--- src/rtl/posit_rne_rounder.sv ---
// One-cycle round-to-nearest-even of an unpacked posit onto the WIDTH/ES grid.
// Define POSIT_RNE_PACKED_OUT_EN to add the encoded out_packed output.
module posit_rne_rounder #(
  parameter int WIDTH         = 8,
  parameter int ES            = 1,
  parameter int TRAILING_BITS = 2,
  localparam int FRAC_BITS    = WIDTH - 3 - ES,
  localparam int EXP_BITS     = $clog2(WIDTH - 1) + ES + 1
) (
  input  logic                       clock,
  input  logic                       reset,
  input  logic                       in_valid,
  input  logic                       in_sign,
  input  logic                       in_is_inf,
  input  logic                       in_is_zero,
  input  logic signed [EXP_BITS-1:0] in_exponent,
  input  logic [FRAC_BITS-1:0]       in_fraction,
  input  logic [TRAILING_BITS-1:0]   trailing_bits,
  input  logic                       sticky_bit,
  output logic                       out_valid,
  output logic                       out_sign,
  output logic                       out_is_inf,
  output logic                       out_is_zero,
  output logic signed [EXP_BITS-1:0] out_exponent,
  output logic [FRAC_BITS-1:0]       out_fraction
`ifdef POSIT_RNE_PACKED_OUT_EN
  ,
  output logic [WIDTH-1:0]           out_packed
`endif
);

  localparam int N    = WIDTH - 1;
  localparam int BODY = ES + FRAC_BITS + TRAILING_BITS + 1;
  localparam int LV   = BODY + N + 2;
  localparam int RUNW = $clog2(N + 2);
  localparam logic signed [EXP_BITS-1:0] EMAX = EXP_BITS'((WIDTH - 2) << ES);
  localparam logic signed [EXP_BITS-1:0] EMIN = -EMAX;

  logic [BODY-1:0]            w_body;
  logic signed [EXP_BITS-1:0] w_k;
  logic [EXP_BITS-1:0]        w_sh_pos;
  logic [EXP_BITS-1:0]        w_sh_neg;
  logic signed [LV-1:0]       w_x;
  logic signed [LV-1:0]       w_str_pos;
  logic [LV-1:0]              w_y;
  logic [LV-1:0]              w_str;
  logic [N-1:0]               w_keep;
  logic                       w_guard;
  logic                       w_st;
  logic                       w_up;
  logic                       w_sat_hi;
  logic                       w_sat_lo;
  logic [N-1:0]               w_mag;
  logic [RUNW-1:0]            w_run;
  logic                       w_run_done;
  logic [N-1:0]               w_shift;
  logic [EXP_BITS-1:0]        w_es_d;
  logic signed [EXP_BITS-1:0] w_kd;
  logic signed [EXP_BITS-1:0] w_exp_d;
  logic [FRAC_BITS-1:0]       w_frac_d;

  logic                       r_valid;
  logic                       r_sign;
  logic                       r_is_inf;
  logic                       r_is_zero;
  logic signed [EXP_BITS-1:0] r_exponent;
  logic [FRAC_BITS-1:0]       r_fraction;

  // Low ES exponent bits, fraction, trailing and sticky form the bits after the regime.
  assign w_body   = BODY'({in_exponent, in_fraction, trailing_bits, sticky_bit});
  assign w_k      = in_exponent >>> ES;
  assign w_sh_pos = w_k;
  assign w_sh_neg = EXP_BITS'(-w_k);

  // Positive regimes: arithmetic shift replicates the leading one k extra times.
  assign w_x       = {2'b10, w_body, {N{1'b0}}};
  assign w_str_pos = w_x >>> w_sh_pos;
  assign w_y       = {1'b1, w_body, {(N + 1){1'b0}}};
  assign w_str     = w_k[EXP_BITS-1] ? (w_y >> w_sh_neg) : w_str_pos;

  assign w_keep   = w_str[LV-1 -: N];
  assign w_guard  = w_str[LV-1-N];
  assign w_st     = |w_str[LV-2-N:0];
  assign w_up     = w_guard & (w_st | w_keep[0]) & ~(&w_keep);
  assign w_sat_hi = in_exponent > EMAX;
  assign w_sat_lo = in_exponent < EMIN;

  // Rounded magnitude, clamped to [minpos, maxpos].
  always_comb begin
    if (w_sat_hi) begin
      w_mag = {N{1'b1}};
    end else if (w_sat_lo) begin
      w_mag = N'(1);
    end else begin
      w_mag = w_keep + N'(w_up);
    end
  end

  // Regime run length of the rounded magnitude.
  always_comb begin
    w_run      = RUNW'(0);
    w_run_done = 1'b0;
    for (int i = N - 1; i >= 0; i--) begin
      if (!w_run_done && (w_mag[i] == w_mag[N-1])) begin
        w_run = w_run + RUNW'(1);
      end else begin
        w_run_done = 1'b1;
      end
    end
  end

  // Bits past the regime terminator; missing low bits shift in as zeros.
  assign w_shift  = w_mag << (w_run + RUNW'(1));
  assign w_es_d   = EXP_BITS'(w_shift >> (N - ES));
  assign w_frac_d = FRAC_BITS'(w_shift >> (N - ES - FRAC_BITS));
  assign w_kd     = w_mag[N-1] ? (EXP_BITS'(w_run) - EXP_BITS'(1)) : -EXP_BITS'(w_run);
  assign w_exp_d  = (w_kd << ES) | w_es_d;

  // Output register; specials drop sign and ignore rounding inputs.
  always_ff @(posedge clock or posedge reset) begin
    if (reset) begin
      r_valid    <= 1'b0;
      r_sign     <= 1'b0;
      r_is_inf   <= 1'b0;
      r_is_zero  <= 1'b0;
      r_exponent <= '0;
      r_fraction <= '0;
    end else begin
      r_valid <= in_valid;
      if (in_is_inf) begin
        r_sign     <= 1'b0;
        r_is_inf   <= 1'b1;
        r_is_zero  <= 1'b0;
        r_exponent <= '0;
        r_fraction <= '0;
      end else if (in_is_zero) begin
        r_sign     <= 1'b0;
        r_is_inf   <= 1'b0;
        r_is_zero  <= 1'b1;
        r_exponent <= '0;
        r_fraction <= '0;
      end else begin
        r_sign     <= in_sign;
        r_is_inf   <= 1'b0;
        r_is_zero  <= 1'b0;
        r_exponent <= w_exp_d;
        r_fraction <= w_frac_d;
      end
    end
  end

  assign out_valid    = r_valid;
  assign out_sign     = r_sign;
  assign out_is_inf   = r_is_inf;
  assign out_is_zero  = r_is_zero;
  assign out_exponent = r_exponent;
  assign out_fraction = r_fraction;

`ifdef POSIT_RNE_PACKED_OUT_EN
  logic [WIDTH-1:0] w_pack_mag;
  logic [WIDTH-1:0] r_packed;

  assign w_pack_mag = {1'b0, w_mag};

  // Encoded posit register: negatives are the two's complement of the magnitude.
  always_ff @(posedge clock or posedge reset) begin
    if (reset) begin
      r_packed <= '0;
    end else if (in_is_inf) begin
      r_packed <= {1'b1, {N{1'b0}}};
    end else if (in_is_zero) begin
      r_packed <= '0;
    end else if (in_sign) begin
      r_packed <= WIDTH'(0) - w_pack_mag;
    end else begin
      r_packed <= w_pack_mag;
    end
  end

  assign out_packed = r_packed;
`endif

endmodule

--- config.mk ---
export PLATFORM = sky130hd
export DESIGN_NAME = posit_rne_rounder
export DESIGN_NICKNAME = d
export VERILOG_FILES = /design/src/rtl/posit_rne_rounder.sv
export SDC_FILE = /design/constraint.sdc
export NUM_CORES = 1
export LEC_CHECK = 0
export CORE_MARGIN = 5
export CORE_UTILIZATION = 55
export CTS_BUF_LIST = sky130_fd_sc_hd__clkbuf_2
export DETAILED_ROUTE_END_ITERATION = 6
export MAX_ROUTING_LAYER = met4
export PLACE_DENSITY = 0.8
export SLEW_MARGIN = 25
export SYNTH_ARGS = -nofsm -noshare
export SYNTH_HDL_FRONTEND = slang
export SYNTH_SLANG_ARGS = --single-unit
--- constraint.sdc ---
create_clock -name clock -period 1.7 [get_ports clock]
set_clock_uncertainty 0.2 [all_clocks]
set_input_delay 0.255 -clock clock [delete_from_list [all_inputs] [get_ports clock]]
set_output_delay 0.255 -clock clock [all_outputs]
set_load 0.1 [all_outputs]
==> flow_metrics.py, run 1 <==
metrics = {
    "synth": {
        "postSynthAreaPerCell_um2": 7.801,
        "synthXorXnorAreaFrac_pct": 5.920,
        "synth_top_cell_by_area": "dfrtp_1",
        "async_flop_share_pct": 100.0,
        "yosysSeqAreaShare_pct": 13.99,
        "synth_cell_types": 79,
        "synth-main-ff-cell": "dfrtp_1",
        "yosys_warnings": 0,
        "synthSimpleGateAreaFrac_pct": 24.11,
        "synth_nets": 322,
        "synth_edf_count": 0,
        "synth_cells": 298,
        "synth_top_family_by_area": "compound AO/OA/AOI/OAI gates",
        "synth_seq_cells": 13,
        "muxShareOfSynthArea_pct": 11.03,
        "netlist_top_cells_area": "dfrtp_1 14%, mux2i_1 5.6%, nand2_1 4.4%, nor2_1 4.4%, a21oi_1 4.1%",
        "synthAdderAreaFrac_pct": 3.229,
        "synth_top_area_share_pct": 13.99,
        "synth_compound_area_share_pct": 34.39,
        "netlist_area_um2": 2325,
    },
    "outcome": {
        "stop_error": "[ERROR DPL-0033] detailed placement checks failed during check placement.",
        "haltStage": "4_1_cts",
        "status": "stopped before the end",
    },
    "clock_network": {
        "cts_buffer_depth": 2,
        "cts_root_buffer": "clkbuf_2",
        "cts_setup_buffers": 25,
        "htree_levels": 1,
        "clock-sinks": 13,
        "postCtsResizedCells": 44,
        "postCtsHoldBufs": 0,
        "cts_inserted_buffers": 3,
    },
    "placement": {
        "port_buffers": 30,
        "gp_congestion": 0.9756,
        "place_ws_ns": -4.120,
        "detailed_place_hpwl_um": 7451,
    },
    "die": {
        "die_h_um": 75.02,
        "start_util_pct": 57.29,
        "num_rows": 23,
        "pin_count": 31,
        "dieWidth_um": 75.02,
    },
}
Yosys cell counts, types with 3 or more instances:
cell type and number:
a31oi_1 5, clkbuf_1 7, nand2b_1 6, a21o_1 5, nor2_1 27, dfrtp_1 13
xnor2_1 9, a21oi_1 19, buf_4 4, nor3_1 13, ha_1 6, o22ai_1 3
xor2_1 3, buf_6 4, and2_1 3, o21ai_0 18, nor2b_1 5, inv_1 12
nand3_1 3, or2_2 3, nand4_1 3, o211ai_1 5, buf_2 4, mux2_2 4
or3_1 5, mux4_2 3, nand2_1 27, mux2i_1 13
per-stage QoR:
step	hold slack [ns]	TNS, ns	cells	utilization [%]	instance area [um2]
floorplan	-0.06804	-28.71	298	-	2486
global placement	0.3918	-32.01	471	89.76	3642
detailed placement	0.4265	-34.69	471	89.76	3642
kinds of logic after synthesis:
| family | Yosys count |
|---|---|
| simple gates | 110 |
| mux | 21 |
| xor+xnor | 14 |
| flops | 13 |
| compound gates | 102 |
| fa+ha+maj | 6 |
| buf+inv | 32 |
==> run 2: changes to the inputs <==
- CORE_UTILIZATION: 55 -> 40
- CTS_BUF_LIST: sky130_fd_sc_hd__clkbuf_2 -> not set
- MAX_ROUTING_LAYER: met4 -> not set
- PLACE_DENSITY: 0.8 -> not set
- PLACE_DENSITY_LB_ADDON: not set -> 0.15
==> run 2 against run 1 <==
Against the previous run: the flow now finishes, with violations (setup timing); synthesized cell count is the same; synthesized area did not move.
==> flow_metrics.py, run 2 <==
metrics = {
    "outcome": {
        "status": "finished with violations",
        "violations": "setup timing",
    },
    "clock_network": {
        "htree_levels": 1,
        "cts_tree": "done",
        "cts_root_buffer": "clkbuf_8",
        "cts.clk_slew.worst_paths_ns": 0.06,
        "clock-sinks": 13,
        "cts_buffer_depth": 2,
        "postCtsHoldBufs": 0,
        "cts_inserted_buffers": 3,
    },
    "critical_path": {
        "cp-start-kind": "primary input",
        "setup.worst_path.end_class": "flip-flop",
        "required_ns": 1.66,
        "path_class": "in2reg",
        "arrival_ns": 4.82,
        "cp_max_fo": 6,
    },
    "final_layout": {
        "largest_reg_flops": 5,
        "drive_gt1_share_pct": 54.38,
        "antenna_cells": 0,
        "layout.nets": 470,
        "layout_common_cells": "125 x buf_4, 26 x nand2_1, 21 x nor2_1",
        "final_common_cell": "buf_4",
        "synthToLayoutAreaGrowth_pct": 80.68,
        "final_cell_area_um2": 4200,
    },
    "pwr": {
        "p_leak_nw": 1.808,
        "ir_drop_v": 0.0005900,
        "power.density_nw_per_um2": 725.7,
    },
    "route": {
        "vias": 2929,
        "drt_iter0_markers": 194,
        "drcViolationCount": 0,
        "vias_per_cell": 5.665,
        "antenna_left": 0,
        "detail_route.wl_per_cell_um": 17.75,
        "first_pass_iters": 4,
        "finalWirelength_um": 9177,
    },
    "min_path": {
        "hold_path.class": "in2async",
    },
    "synth": {
        "synth_commonest_cells": "27 x nand2_1, 27 x nor2_1, 19 x a21oi_1",
        "synth_top_cell_by_area": "dfrtp_1",
        "synth_nets": 322,
        "yosys_warnings": 0,
        "synth_top_area_share_pct": 13.99,
        "synthAdderAreaFrac_pct": 3.229,
        "synth_edf_count": 0,
        "synth-main-ff-cell": "dfrtp_1",
        "synth_cell_types": 79,
        "synth_compound_area_share_pct": 34.39,
        "synth_top_family_by_area": "compound AO/OA/AOI/OAI gates",
        "postSynthAreaPerCell_um2": 7.801,
        "async_flop_share_pct": 100.0,
        "synth_cells": 298,
        "yosysSeqAreaShare_pct": 13.99,
        "synth_seq_cells": 13,
        "synthSimpleGateAreaFrac_pct": 24.11,
        "synthXorXnorAreaFrac_pct": 5.920,
        "netlist_top_cells_area": "dfrtp_1 14%, mux2i_1 5.6%, nand2_1 4.4%, nor2_1 4.4%, a21oi_1 4.1%",
        "muxShareOfSynthArea_pct": 11.03,
        "netlist_area_um2": 2325,
    },
    "job": {
        "cap_viol_max_count": 0,
    },
    "global_routing": {
        "grt.overflow.total": 0,
        "grt_pass1_wl_um": 13720,
        "track_usage_pct": 22.56,
        "grt_pass1_vias": 2829,
        "grt_start_max_net_pins": 27,
        "antenna_found_initial": 0,
    },
    "sta": {
        "max_slew_margin_pct": 64.85,
        "rsz0062_at_grt": "true",
        "fin_crit_sh_pct": 285.8,
        "fin_ws_ns": -3.159,
        "finalCriticalPeriod_ns": 4.859,
        "holdWs_ns": 0.1382,
        "setup_viol_count_final": 9,
        "worstMarginPinSlew_ns": 0.5267,
        "fmaxAchievable_mhz": 205.8,
        "hold_viol_final": 0,
        "slew_violations": 0,
    },
    "die": {
        "dieWidth_um": 86.24,
        "start_util_pct": 41.71,
        "die_h_um": 86.24,
        "die_area_um2": 7436,
        "pin_count": 31,
        "coreArea_um2": 5574,
        "num_rows": 27,
    },
    "placement": {
        "gp_congestion": 0.9628,
        "port_buffers": 30,
        "detailed_place_hpwl_um": 6328,
        "place_area_um2": 3685,
    },
}
run 2: cell type report:
class,count,area (um2)
sequential,13,325.3
tap,72,90.09
fill,389,1374
clock inverter,1,5.005
multi-input combinational,253,2206
clock buffer,3,41.29
timing repair buffer,163,1474
inverter,12,58.81
run 2: cells by family after synthesis:
| group | after synthesis |
|---|---|
| simple gates | 110 |
| compound gates | 102 |
| buf+inv | 32 |
| mux | 21 |
| xor+xnor | 14 |
| flops | 13 |
| fa+ha+maj | 6 |
run 2: metrics by stage:
stage / setup WS [ns] / instances / setup TNS (ns) / util, % / power (mW)
floorplan: -3.540 / 298 / -28.71 / - / 1.565
global placement: -3.891 / 495 / -33.12 / 66.11 / 2.280
detailed placement: -4.075 / 495 / -34.04 / 66.11 / 2.309
CTS: -3.064 / 512 / -25.00 / 71.63 / 2.769
global route: -3.472 / 517 / -28.23 / 75.35 / 3.195
finish: -3.159 / 517 / -25.99 / 75.35 / 3.048
run 2: how the worst max path moves through the flow:
stage | start | cells after the start | to | slack [ns]
after global routing | in_exponent[1] | 24 | out_fraction[3] | -3.47
after CTS | in_exponent[1] | 26 | out_exponent[0] | -3.06
after global placement | in_exponent[1] | 24 | out_exponent[0] | -3.89
after detailed placement | in_exponent[1] | 24 | out_exponent[0] | -4.07
after floorplan | in_exponent[1] | 25 | out_exponent[0] | -3.54
final | in_exponent[1] | 25 | out_fraction[3] | -3.16
run 2: per-layer routing:
| layer | routed length [um] | global-route usage, % |
|---|---|---|
| met1 | 3845 | 29.45 |
| met2 | 4793 | 40.78 |
| met3 | 351 | 2.662 |
| met4 | 187 | 3.116 |
| met5 | 0 | 0 |
run 2: power by group:
part           internal [mW]  switching (mW)  total, mW
sequential             0.346          0.0315      0.377
clock                  0.162           0.124      0.286
combinational           1.14            1.24       2.39
run 2: worst max-delay path, cell delays in order:
cell        delay, ns
buf_8            0.08
clkinvlp_4       0.10
ha_4             0.34
buf_12           0.12
mux2_4           0.29
o21ai_2          0.17
nor2_1           0.07
a21oi_1          0.15
o22ai_1          0.15
mux2i_1          0.14
a21oi_1          0.17
ha_2             0.24
inv_2            0.05
nor3_2           0.09
o2bb2ai_1        0.14
nand2_1          0.09
o41a_1           0.36
or3_4            0.40
and2_4           0.19
o32ai_4          0.18
ha_4             0.29
buf_6            0.13
a2111oi_4        0.27
nand2_1          0.14
o211ai_1         0.19
run 2: what timing repair did:
action                                  in CTS  in global routing
gates resized for setup                     51                 37
setup buffers                               13                  6
endpoints found under the hold margin        0                  0
endpoints found under the setup margin       9                  9
pin swaps                                   29                 14
gates cloned                                 0                  0
(Power assumes the default switching activity.)
==> run 3: changes to the inputs <==
- CTS_CLUSTER_SIZE: not set -> 16
- HOLD_SLACK_MARGIN: not set -> 0.02
- SLEW_MARGIN: 25 -> 20
==> results of run 3 <==
The final DEF is identical to that of run 2; final timing and power are the same.
